`config.mk`:
```
export PLATFORM = sky130hd
export DESIGN_NAME = regfile_wb_arbiter
export DESIGN_NICKNAME = d
export VERILOG_FILES = /design/src/rtl/regfile_wb_arbiter.sv
export SDC_FILE = /design/constraint.sdc
export NUM_CORES = 1
export LEC_CHECK = 0
export BUFFER_PORTS_ARGS = -buffer_cell sky130_fd_sc_hd__buf_2
export CAP_MARGIN = 20
export CELL_PAD_IN_SITES_DETAIL_PLACEMENT = 1
export CELL_PAD_IN_SITES_GLOBAL_PLACEMENT = 1
export CORE_AREA = 8 8 155 113
export CTS_BUF_LIST = sky130_fd_sc_hd__clkbuf_2
export DETAILED_ROUTE_END_ITERATION = 16
export DIE_AREA = 0 0 163 121
export PLACE_DENSITY = 0.86
export SYNTH_ARGS = -nofsm -noshare
export SYNTH_HDL_FRONTEND = slang
export SYNTH_SLANG_ARGS = --single-unit
```
`constraint.sdc`:
```
create_clock -name clk -period 7.1 [get_ports clk]
set_clock_uncertainty 0.2 [all_clocks]
set_input_delay 0.355 -clock clk [delete_from_list [all_inputs] [get_ports clk]]
set_output_delay 0.355 -clock clk [all_outputs]
set_load 0.03 [all_outputs]
```
`src/rtl/regfile_wb_arbiter.sv`:
```
// Writeback arbiter: merges ALU and load results onto the single register-file
// write port in acceptance order and flags destination registers still in flight.

module wb_queue #(
  parameter int DEPTH  = 2,
  parameter int DATA_W = 32
) (
  input  logic              clk,
  input  logic              rst,
  input  logic              push,
  input  logic [4:0]        push_reg,
  input  logic [DATA_W-1:0] push_data,
  input  logic              pop,
  input  logic [4:0]        lookup_reg_1,
  input  logic [4:0]        lookup_reg_2,
  output logic              ready,
  output logic              nonempty,
  output logic [4:0]        head_reg,
  output logic [DATA_W-1:0] head_data,
  output logic              hit_1,
  output logic              hit_2
);

  localparam int AW = $clog2(DEPTH);

  typedef enum logic [1:0] {
    Q_EMPTY,
    Q_PARTIAL,
    Q_FULL
  } q_state_t;

  q_state_t          state;
  logic [AW-1:0]     rd_ptr;
  logic [AW-1:0]     wr_ptr;
  logic [AW:0]       count;
  logic [AW:0]       count_nxt;
  logic [AW-1:0]     offs;
  logic [4:0]        reg_mem  [DEPTH];
  logic [DATA_W-1:0] data_mem [DEPTH];

  always_comb begin
    count_nxt = count;
    if (push && !pop)
      count_nxt = count + (AW+1)'(1);
    else if (pop && !push)
      count_nxt = count - (AW+1)'(1);
  end

  // Control state: pointers, occupancy and the derived EMPTY/PARTIAL/FULL state
  always_ff @(posedge clk) begin
    if (rst) begin
      rd_ptr <= '0;
      wr_ptr <= '0;
      count  <= '0;
      state  <= Q_EMPTY;
    end else begin
      if (push)
        wr_ptr <= wr_ptr + AW'(1);
      if (pop)
        rd_ptr <= rd_ptr + AW'(1);
      count <= count_nxt;
      if (count_nxt == '0)
        state <= Q_EMPTY;
      else if (count_nxt == (AW+1)'(DEPTH))
        state <= Q_FULL;
      else
        state <= Q_PARTIAL;
    end
  end

  // Payload storage carries no reset; occupancy alone decides which slots are live
  always_ff @(posedge clk) begin
    if (push) begin
      reg_mem[wr_ptr]  <= push_reg;
      data_mem[wr_ptr] <= push_data;
    end
  end

  assign ready     = (state != Q_FULL);
  assign nonempty  = (state != Q_EMPTY);
  assign head_reg  = reg_mem[rd_ptr];
  assign head_data = data_mem[rd_ptr];

  // A slot is live when its distance from the read pointer is below the count
  always_comb begin
    hit_1 = 1'b0;
    hit_2 = 1'b0;
    offs  = '0;
    for (int i = 0; i < DEPTH; i++) begin
      offs = AW'(i) - rd_ptr;
      if ({1'b0, offs} < count) begin
        if ((lookup_reg_1 != 5'd0) && (reg_mem[i] == lookup_reg_1))
          hit_1 = 1'b1;
        if ((lookup_reg_2 != 5'd0) && (reg_mem[i] == lookup_reg_2))
          hit_2 = 1'b1;
      end
    end
  end

endmodule

module regfile_wb_arbiter #(
  parameter int DEPTH = 2
) (
  input  logic        clk,
  input  logic        rst,
  input  logic        alu_valid,
  input  logic [4:0]  alu_reg,
  input  logic [31:0] alu_data,
  output logic        alu_ready,
  input  logic        mem_valid,
  input  logic [4:0]  mem_reg,
  input  logic [31:0] mem_data,
  output logic        mem_ready,
  output logic [4:0]  write_reg,
  output logic [31:0] write_data,
  output logic        regWrite,
  input  logic [4:0]  lookup_reg_1,
  input  logic [4:0]  lookup_reg_2,
  output logic        pending_1,
  output logic        pending_2,
  output logic        idle
);

  localparam int DATA_W = 32;
  localparam int OD     = 2 * DEPTH;
  localparam int OW     = $clog2(OD);

  logic              a_ready, m_ready;
  logic              a_nonempty, m_nonempty;
  logic [4:0]        a_head_reg, m_head_reg;
  logic [DATA_W-1:0] a_head_data, m_head_data;
  logic              a_hit_1, a_hit_2, m_hit_1, m_hit_2;
  logic              a_push, m_push, a_pop, m_pop, pop;
  logic [1:0]        n_push;
  logic              head_id;

  logic              ord_mem [OD];
  logic [OW-1:0]     ord_rd;
  logic [OW-1:0]     ord_wr;
  logic [OW-1:0]     ord_wr_1;
  logic [OW:0]       ord_cnt;

  logic [4:0]        sel_reg;
  logic [DATA_W-1:0] sel_data;

  assign alu_ready = !rst && a_ready;
  assign mem_ready = !rst && m_ready;
  assign a_push    = alu_valid && alu_ready;
  assign m_push    = mem_valid && mem_ready;
  assign n_push    = {1'b0, a_push} + {1'b0, m_push};

  // The order FIFO drains one entry per cycle whenever it holds anything
  assign pop     = !rst && (ord_cnt != '0);
  assign head_id = ord_mem[ord_rd];
  assign a_pop   = pop && !head_id;
  assign m_pop   = pop && head_id;

  wb_queue #(.DEPTH(DEPTH), .DATA_W(DATA_W)) u_qa (
    .clk          (clk),
    .rst          (rst),
    .push         (a_push),
    .push_reg     (alu_reg),
    .push_data    (alu_data),
    .pop          (a_pop),
    .lookup_reg_1 (lookup_reg_1),
    .lookup_reg_2 (lookup_reg_2),
    .ready        (a_ready),
    .nonempty     (a_nonempty),
    .head_reg     (a_head_reg),
    .head_data    (a_head_data),
    .hit_1        (a_hit_1),
    .hit_2        (a_hit_2)
  );

  wb_queue #(.DEPTH(DEPTH), .DATA_W(DATA_W)) u_qm (
    .clk          (clk),
    .rst          (rst),
    .push         (m_push),
    .push_reg     (mem_reg),
    .push_data    (mem_data),
    .pop          (m_pop),
    .lookup_reg_1 (lookup_reg_1),
    .lookup_reg_2 (lookup_reg_2),
    .ready        (m_ready),
    .nonempty     (m_nonempty),
    .head_reg     (m_head_reg),
    .head_data    (m_head_data),
    .hit_1        (m_hit_1),
    .hit_2        (m_hit_2)
  );

  assign ord_wr_1 = ord_wr + OW'(1);

  // Order FIFO control: up to two pushes and one pop per cycle
  always_ff @(posedge clk) begin
    if (rst) begin
      ord_rd  <= '0;
      ord_wr  <= '0;
      ord_cnt <= '0;
    end else begin
      ord_wr <= ord_wr + OW'(n_push);
      if (pop)
        ord_rd <= ord_rd + OW'(1);
      ord_cnt <= ord_cnt + (OW+1)'(n_push) - (OW+1)'(pop);
    end
  end

  // On a dual accept the ALU id lands first, so it is treated as the older write
  always_ff @(posedge clk) begin
    if (a_push)
      ord_mem[ord_wr] <= 1'b0;
    if (m_push)
      ord_mem[a_push ? ord_wr_1 : ord_wr] <= 1'b1;
  end

  assign sel_reg  = head_id ? m_head_reg  : a_head_reg;
  assign sel_data = head_id ? m_head_data : a_head_data;

  always_comb begin
    write_reg  = '0;
    write_data = '0;
    regWrite   = 1'b0;
    if (pop) begin
      write_reg  = sel_reg;
      write_data = sel_data;
      regWrite   = (sel_reg != 5'd0);
    end
  end

  assign pending_1 = !rst && (a_hit_1 || m_hit_1);
  assign pending_2 = !rst && (a_hit_2 || m_hit_2);
  assign idle      = rst || (!a_nonempty && !m_nonempty);

endmodule

```
Word level (Yosys, flattened, before mapping)
Memory sizes are Yosys's and may differ from the RTL's. A register that Yosys moved wholly into a read port is not among the register bits.
Cells that the tools add are included.
Widths: inputs -> output; s select.
{"block": "totals", "ramBits": 152, "register_bits": 19, "mem_count": 5}
{"block": "classes", "addsub": 18, "muxes": 42, "magnitude_cmp": 4, "n_eq_ne": 12, "reduce_logical": 43}
{"name": "u_qa.data_mem", "depth": 2, "width": 32, "rd": 1, "rd_clocked_by_memory_dff": 1, "write_ports": 1, "line": "39", "rtl": "logic [DATA_W-1:0] data_mem [DEPTH];"}
{"name": "u_qm.data_mem", "depth": 2, "width": 32, "rd": 1, "rd_clocked_by_memory_dff": 1, "write_ports": 1, "line": "39"}
{"name": "u_qa.reg_mem", "depth": 2, "width": 5, "rd": 3, "rd_clocked_by_memory_dff": 1, "write_ports": 1, "line": "38", "rtl": "logic [4:0] reg_mem [DEPTH];"}
{"name": "u_qm.reg_mem", "depth": 2, "width": 5, "rd": 3, "rd_clocked_by_memory_dff": 1, "write_ports": 1, "line": "38"}
{"name": "ord_mem", "depth": 4, "width": 1, "rd": 1, "rd_clocked_by_memory_dff": 1, "write_ports": 2, "line": "138", "rtl": "logic ord_mem [OD];"}
{"op": "$mux 32", "count": 2}
{"op": "$eq 5x5->1", "count": 8}
{"op": "$mux 1", "count": 29}
{"op": "$logic_and 1x1->1", "count": 22}
{"op": "$mux 2", "count": 9}
{"op": "$reduce_bool 5->1", "count": 3}
{"op": "$mux 5", "count": 2}
{"op": "$add 2x1->2 const B", "count": 4}
{"op": "$logic_not 1->1", "count": 8}
{"op": "$lt 1x2->1", "count": 4}
{"op": "$add 1x1->1 const B", "count": 4}
{"op": "$eq 2x2->1 const B", "count": 2}
{"op": "$logic_not 2->1", "count": 2}
{"op": "$ne 2x2->1 const B", "count": 2}
{"op": "$reduce_bool 2->1", "count": 2}
{"op": "$reduce_or 2->1", "count": 2}
{"op": "$sub 1x1->1 const A", "count": 4}
{"op": "$sub 2x1->2 const B", "count": 2}
{"op": "$add 3x2->3", "count": 1}
{"op": "$logic_or 1x1->1", "count": 3}
{"op": "$reduce_bool 3->1", "count": 1}
{"op": "$sub 3x1->3", "count": 1}
{"op": "$add 1x1->2", "count": 1}
{"op": "$add 2x2->2", "count": 1}

Depth between registers and ports, before layout
{"block": "logic_depth", "depth_word": 9, "ltp_mapped": 14, "mapped_depth_nobuf": 11}

Modules after synthesis
Synthesis repeated with hierarchy kept, for this count alone.
{"block": "hier_totals", "hier_cells": 520, "hier_area_um2": 7753.7}
{"module": "wb_queue at u_qm", "seq_area_each_um2": 2362.3, "instances": 1, "area_per_inst_um2": 3205.6, "cells_each": 177}
{"module": "wb_queue at u_qa", "seq_area_each_um2": 2362.3, "instances": 1, "area_per_inst_um2": 3199.3, "cells_each": 177}
{"module": "regfile_wb_arbiter", "seq_area_each_um2": 260.2, "instances": 1, "area_per_inst_um2": 1348.8, "cells_each": 166}

Least setup slack after synthesis
Ideal clock, no wire load.
{"block": "synth_path", "path_kind": "reg2reg", "start": "reg u_qa.state[0]", "end": "mem u_qa.data_mem[0][0] (enable)", "arrival_time_ns": 2.521, "stages_incl_launch_ff": 5, "setup_slack_ns": 3.943, "setup_time_ns": 0.436, "required_ns": 6.464, "period_less_slack_ns": 3.157, "cell_sequence": "dfxtp_1 -> nand2b_1 -> and3_1 -> buf_2 -> nor2b_1"}
{"block": "synth_between", "elab_chain_cells": 5}
{"element": "from (decl)", "line": "32", "rtl": "q_state_t state;"}
{"element": "from (signal assigned)", "line": "55", "rtl": "state <= Q_EMPTY;"}
{"element": "from (signal assigned)", "line": "63", "rtl": "state <= Q_EMPTY;"}
{"element": "from (signal assigned)", "line": "65", "rtl": "state <= Q_FULL;"}
{"element": "$ne 2x2->1", "line": "79", "rtl": "assign ready = (state != Q_FULL);"}
{"element": "$logic_and 1x1->1", "line": "147", "rtl": "assign alu_ready = !rst && a_ready;"}
{"element": "$logic_and 1x1->1", "line": "149", "rtl": "assign a_push = alu_valid && alu_ready;"}
{"element": "named net a_push", "line": "134", "rtl": "logic a_push, m_push, a_pop, m_pop, pop;"}
{"element": "$mux 1", "line": "73", "rtl": "if (push) begin"}
{"element": "$mux 1 (not written as such)", "line": "75", "rtl": "data_mem[wr_ptr] <= push_data;"}
{"element": "to (decl)", "line": "39"}
The timed path passes the listed nets, and every way through them passes these cells.

==> impl_metrics.ini <==
[worst_setup_path]
r2r-start = ord_cnt[1]
r2r_cells = 12
max_stage_delay_ns = 0.66
cp_top_family = buffers and inverters
r2r_setup_slack_ns = 4.01
startpoint_type = flip-flop
path_cells = mux4_2 > buf_4 > a211oi_1 > a211oi_1 > buf_2
cp_max_fo = 78
r2r-end = ord_cnt[2]
path_buf_inv = 2
crit_slowest_cell = buf_4
worstPathArrival_ns = 2.95
critPathKind = reg -> out
cp.depth = 5
required_ns = 6.55
critPathCaptureType = output port
crit_top_cell = a211oi_1

[timing]
finalCriticalPeriod_ns = 3.51
finalSetupTns_ns = 0
rsz0062_at_grt = false
setup_slack_ns = 3.59
whs_ns = 0.106
max_slew_margin_pct = 29.2
hold_violations = 0
fmax_mhz = 285
worst_slew_pin_slew_ns = 1.06
slew_viol_final = 0
finalCritPeriodShare_pct = 49.4
setup_viol = 0

[die]
die_h_um = 121
core.rowCount = 38
start_util_pct = 50.1
pin_count = 131
die_w_um = 163
coreArea_um2 = 15100
die_area_um2 = 19700

[route]
post-route-drc-count = 0
ant_nets = 0
num_vias = 5220
wl_per_cell_um = 22.3
via_per_inst = 5.51
routed_wl_mm = 21.2
drtIter0Drc = 303
firstDrtPassIters = 4

[min_path]
hold_class = in -> reg
hold_depth = 2
min_to = u_qa.data_mem[0][26]
min_from = alu_data[26]

[final_layout]
postLayoutCoreUtil_pct = 62.5
n_antenna_cell = 0
areaGrowthSynthToFinish_pct = 24.7
fillers = 1489
layout-drive-gt1-share_pct = 23.8
nets = 833

[synth]
synth_ff_type = edfxtp_1
synth_area_leaders = edfxtp_1, a211oi_1, dfxtp_1
syn_inst = 542
synthArstFlopShare_pct = 0
ys_ff_latch = 175
yosysTopAreaCell = edfxtp_1
yosysWarnings = 0
synth_top_area_share_pct = 58.7
syn-mean-instance-area_um2 = 14.0
synth_fp_nets = 640
synth_area_um2 = 7570
synth.distinct_cells = 43
ys_seq_area_share_pct = 65.8
synth_edf_count = 148

[cts]
cts_buffers = 17
cts_sinks = 175
path_clk_slew_ns = 0.25
post_cts_buffers = 0
cts_root_buf = clkbuf_2
clock_latency_ns = 0.75
cts_tree = done
htreeDepth = 4
clk_path_buf_depth = 2
cts_resized = 0

[power]
total_power_w = 0.00318
p_leak_nw = 3.42
p_per_area_nw_per_um2 = 337
ir_worst_vdd_uv = 269

[global_route]
overflow = 0
grt_max_degree = 79
grt_use_total_pct = 21.3
grt_pass1_wl_mm = 32.3
antenna_found_initial = 0
grt_pass1_vias = 5932

[place]
gp_congestion = 0.838
pre_cts_slack_ns = 3.70
dpl.hpwl_mm = 13.7
port-buffer-count = 130

[flow_run]
maxCapViolCount = 0

[status]
status = finished, final reports clean
==> cell usage after synthesis (3+ instances only) <==
cell,n
nor3_1,7
nand2_1,9
buf_1,4
xnor2_1,30
edfxtp_1,148
nor4_1,7
xor2_1,27
nor2b_1,39
clkbuf_1,28
nor2_1,23
and2_1,4
a211oi_1,72
o21ai_0,3
or4_1,3
inv_1,11
dfxtp_1,27
a31oi_1,7
a21oi_1,8
nand3_1,3
mux2i_1,40
ha_1,9
buf_2,7
==> state kept, by name, summed over array words and instances (netlist names), named ones only <==
register       count
u_qa.data_mem     64
u_qm.data_mem     64
u_qa.reg_mem      10
u_qm.reg_mem      10
ord_mem            4
ord_cnt            3
ord_rd             2
ord_wr             2
u_qa.count         2
u_qa.state         2
u_qm.count         2
u_qm.state         2
u_qa.rd_ptr        1
u_qa.wr_ptr        1
u_qm.rd_ptr        1
u_qm.wr_ptr        1
==> metal layers <==
| layer | track usage, % | vias to the layer above | share of wire (%) |
|---|---|---|---|
| met5 | 0 | - | 0 |
| met4 | 7.09 | 0 | 2.2 |
| met3 | 5.53 | 36 | 5.3 |
| met2 | 36.8 | 154 | 50 |
| met1 | 25.8 | 2603 | 43 |
| li1 | - | 2427 | - |
==> report_power, final <==
part	total [W]	switching (W)	internal (W)
sequential	0.00133	0.0000914	0.00124
clock	0.000533	0.000364	0.000169
combinational	0.00132	0.000879	0.000439
==> worst max-delay path by stage <==
stage,to
floorplan,u_qa.data_mem[0][0]
global placement,ord_cnt[2]
detailed placement,ord_cnt[2]
CTS,regWrite
global route,regWrite
finish,write_data[8]
==> layout make-up <==
type	instances	area [um2]	area share, %
clock inverters	14	159	1.68
multi-input cells	316	2410	25.5
flip-flops and latches	175	4990	52.8
repair buffers	213	1510	15.9
clock buffers	18	90.1	0.954
well taps	200	250	2.65
inverters	12	45.0	0.477
==> per-stage QoR <==
stage                     cell area, um2  instances
final                               9450        948
after global routing                9450        948
after CTS                           9420        947
after detailed placement            8400        838
after global placement              8370        837
after floorplan                     7570        542
==> kinds of logic after synthesis <==
family                     count (synthesis)  share of synthesized area [%]
AOI/OAI and AO/OA                         97                           9.23
xor gates and xnor gates                  57                           6.59
adders and majority gates                 10                           1.75
buffers and inverters                     51                           2.64
DFF                                      175                           65.8
muxes                                     42                           5.73
and+or+nand+nor                          110                           8.24
==> what timing repair did <==
action	4_1_cts	5_1_grt
hold buffers	77	0
setup endpoints to repair	0	0
hold endpoints to repair	175	0
==> placed cells by master, fill, tap and decap left out, types with 2 or more instances in the layout <==
cell type,n
inv_6,3
nor2_1,22
clkbuf_2,18
and3_1,2
and2_2,2
xor2_1,27
dfxtp_1,25
or4_1,3
nor4_1,7
and4_1,2
dfxtp_2,2
buf_16,2
nor3_1,7
edfxtp_1,148
a31oi_1,7
nor2b_1,38
mux2i_1,40
dlygate4sd3_1,77
inv_1,11
clkinv_4,3
nand2b_1,2
ha_1,9
clkinvlp_4,4
nand2_1,9
buf_4,4
and2_1,2
nand4_1,2
bufinv_16,2
nand3_1,3
o21ai_0,3
buf_2,130
xnor2_1,30
a21oi_1,8
a211oi_1,72
or3_1,2
Power figures use the tool's default switching activity.
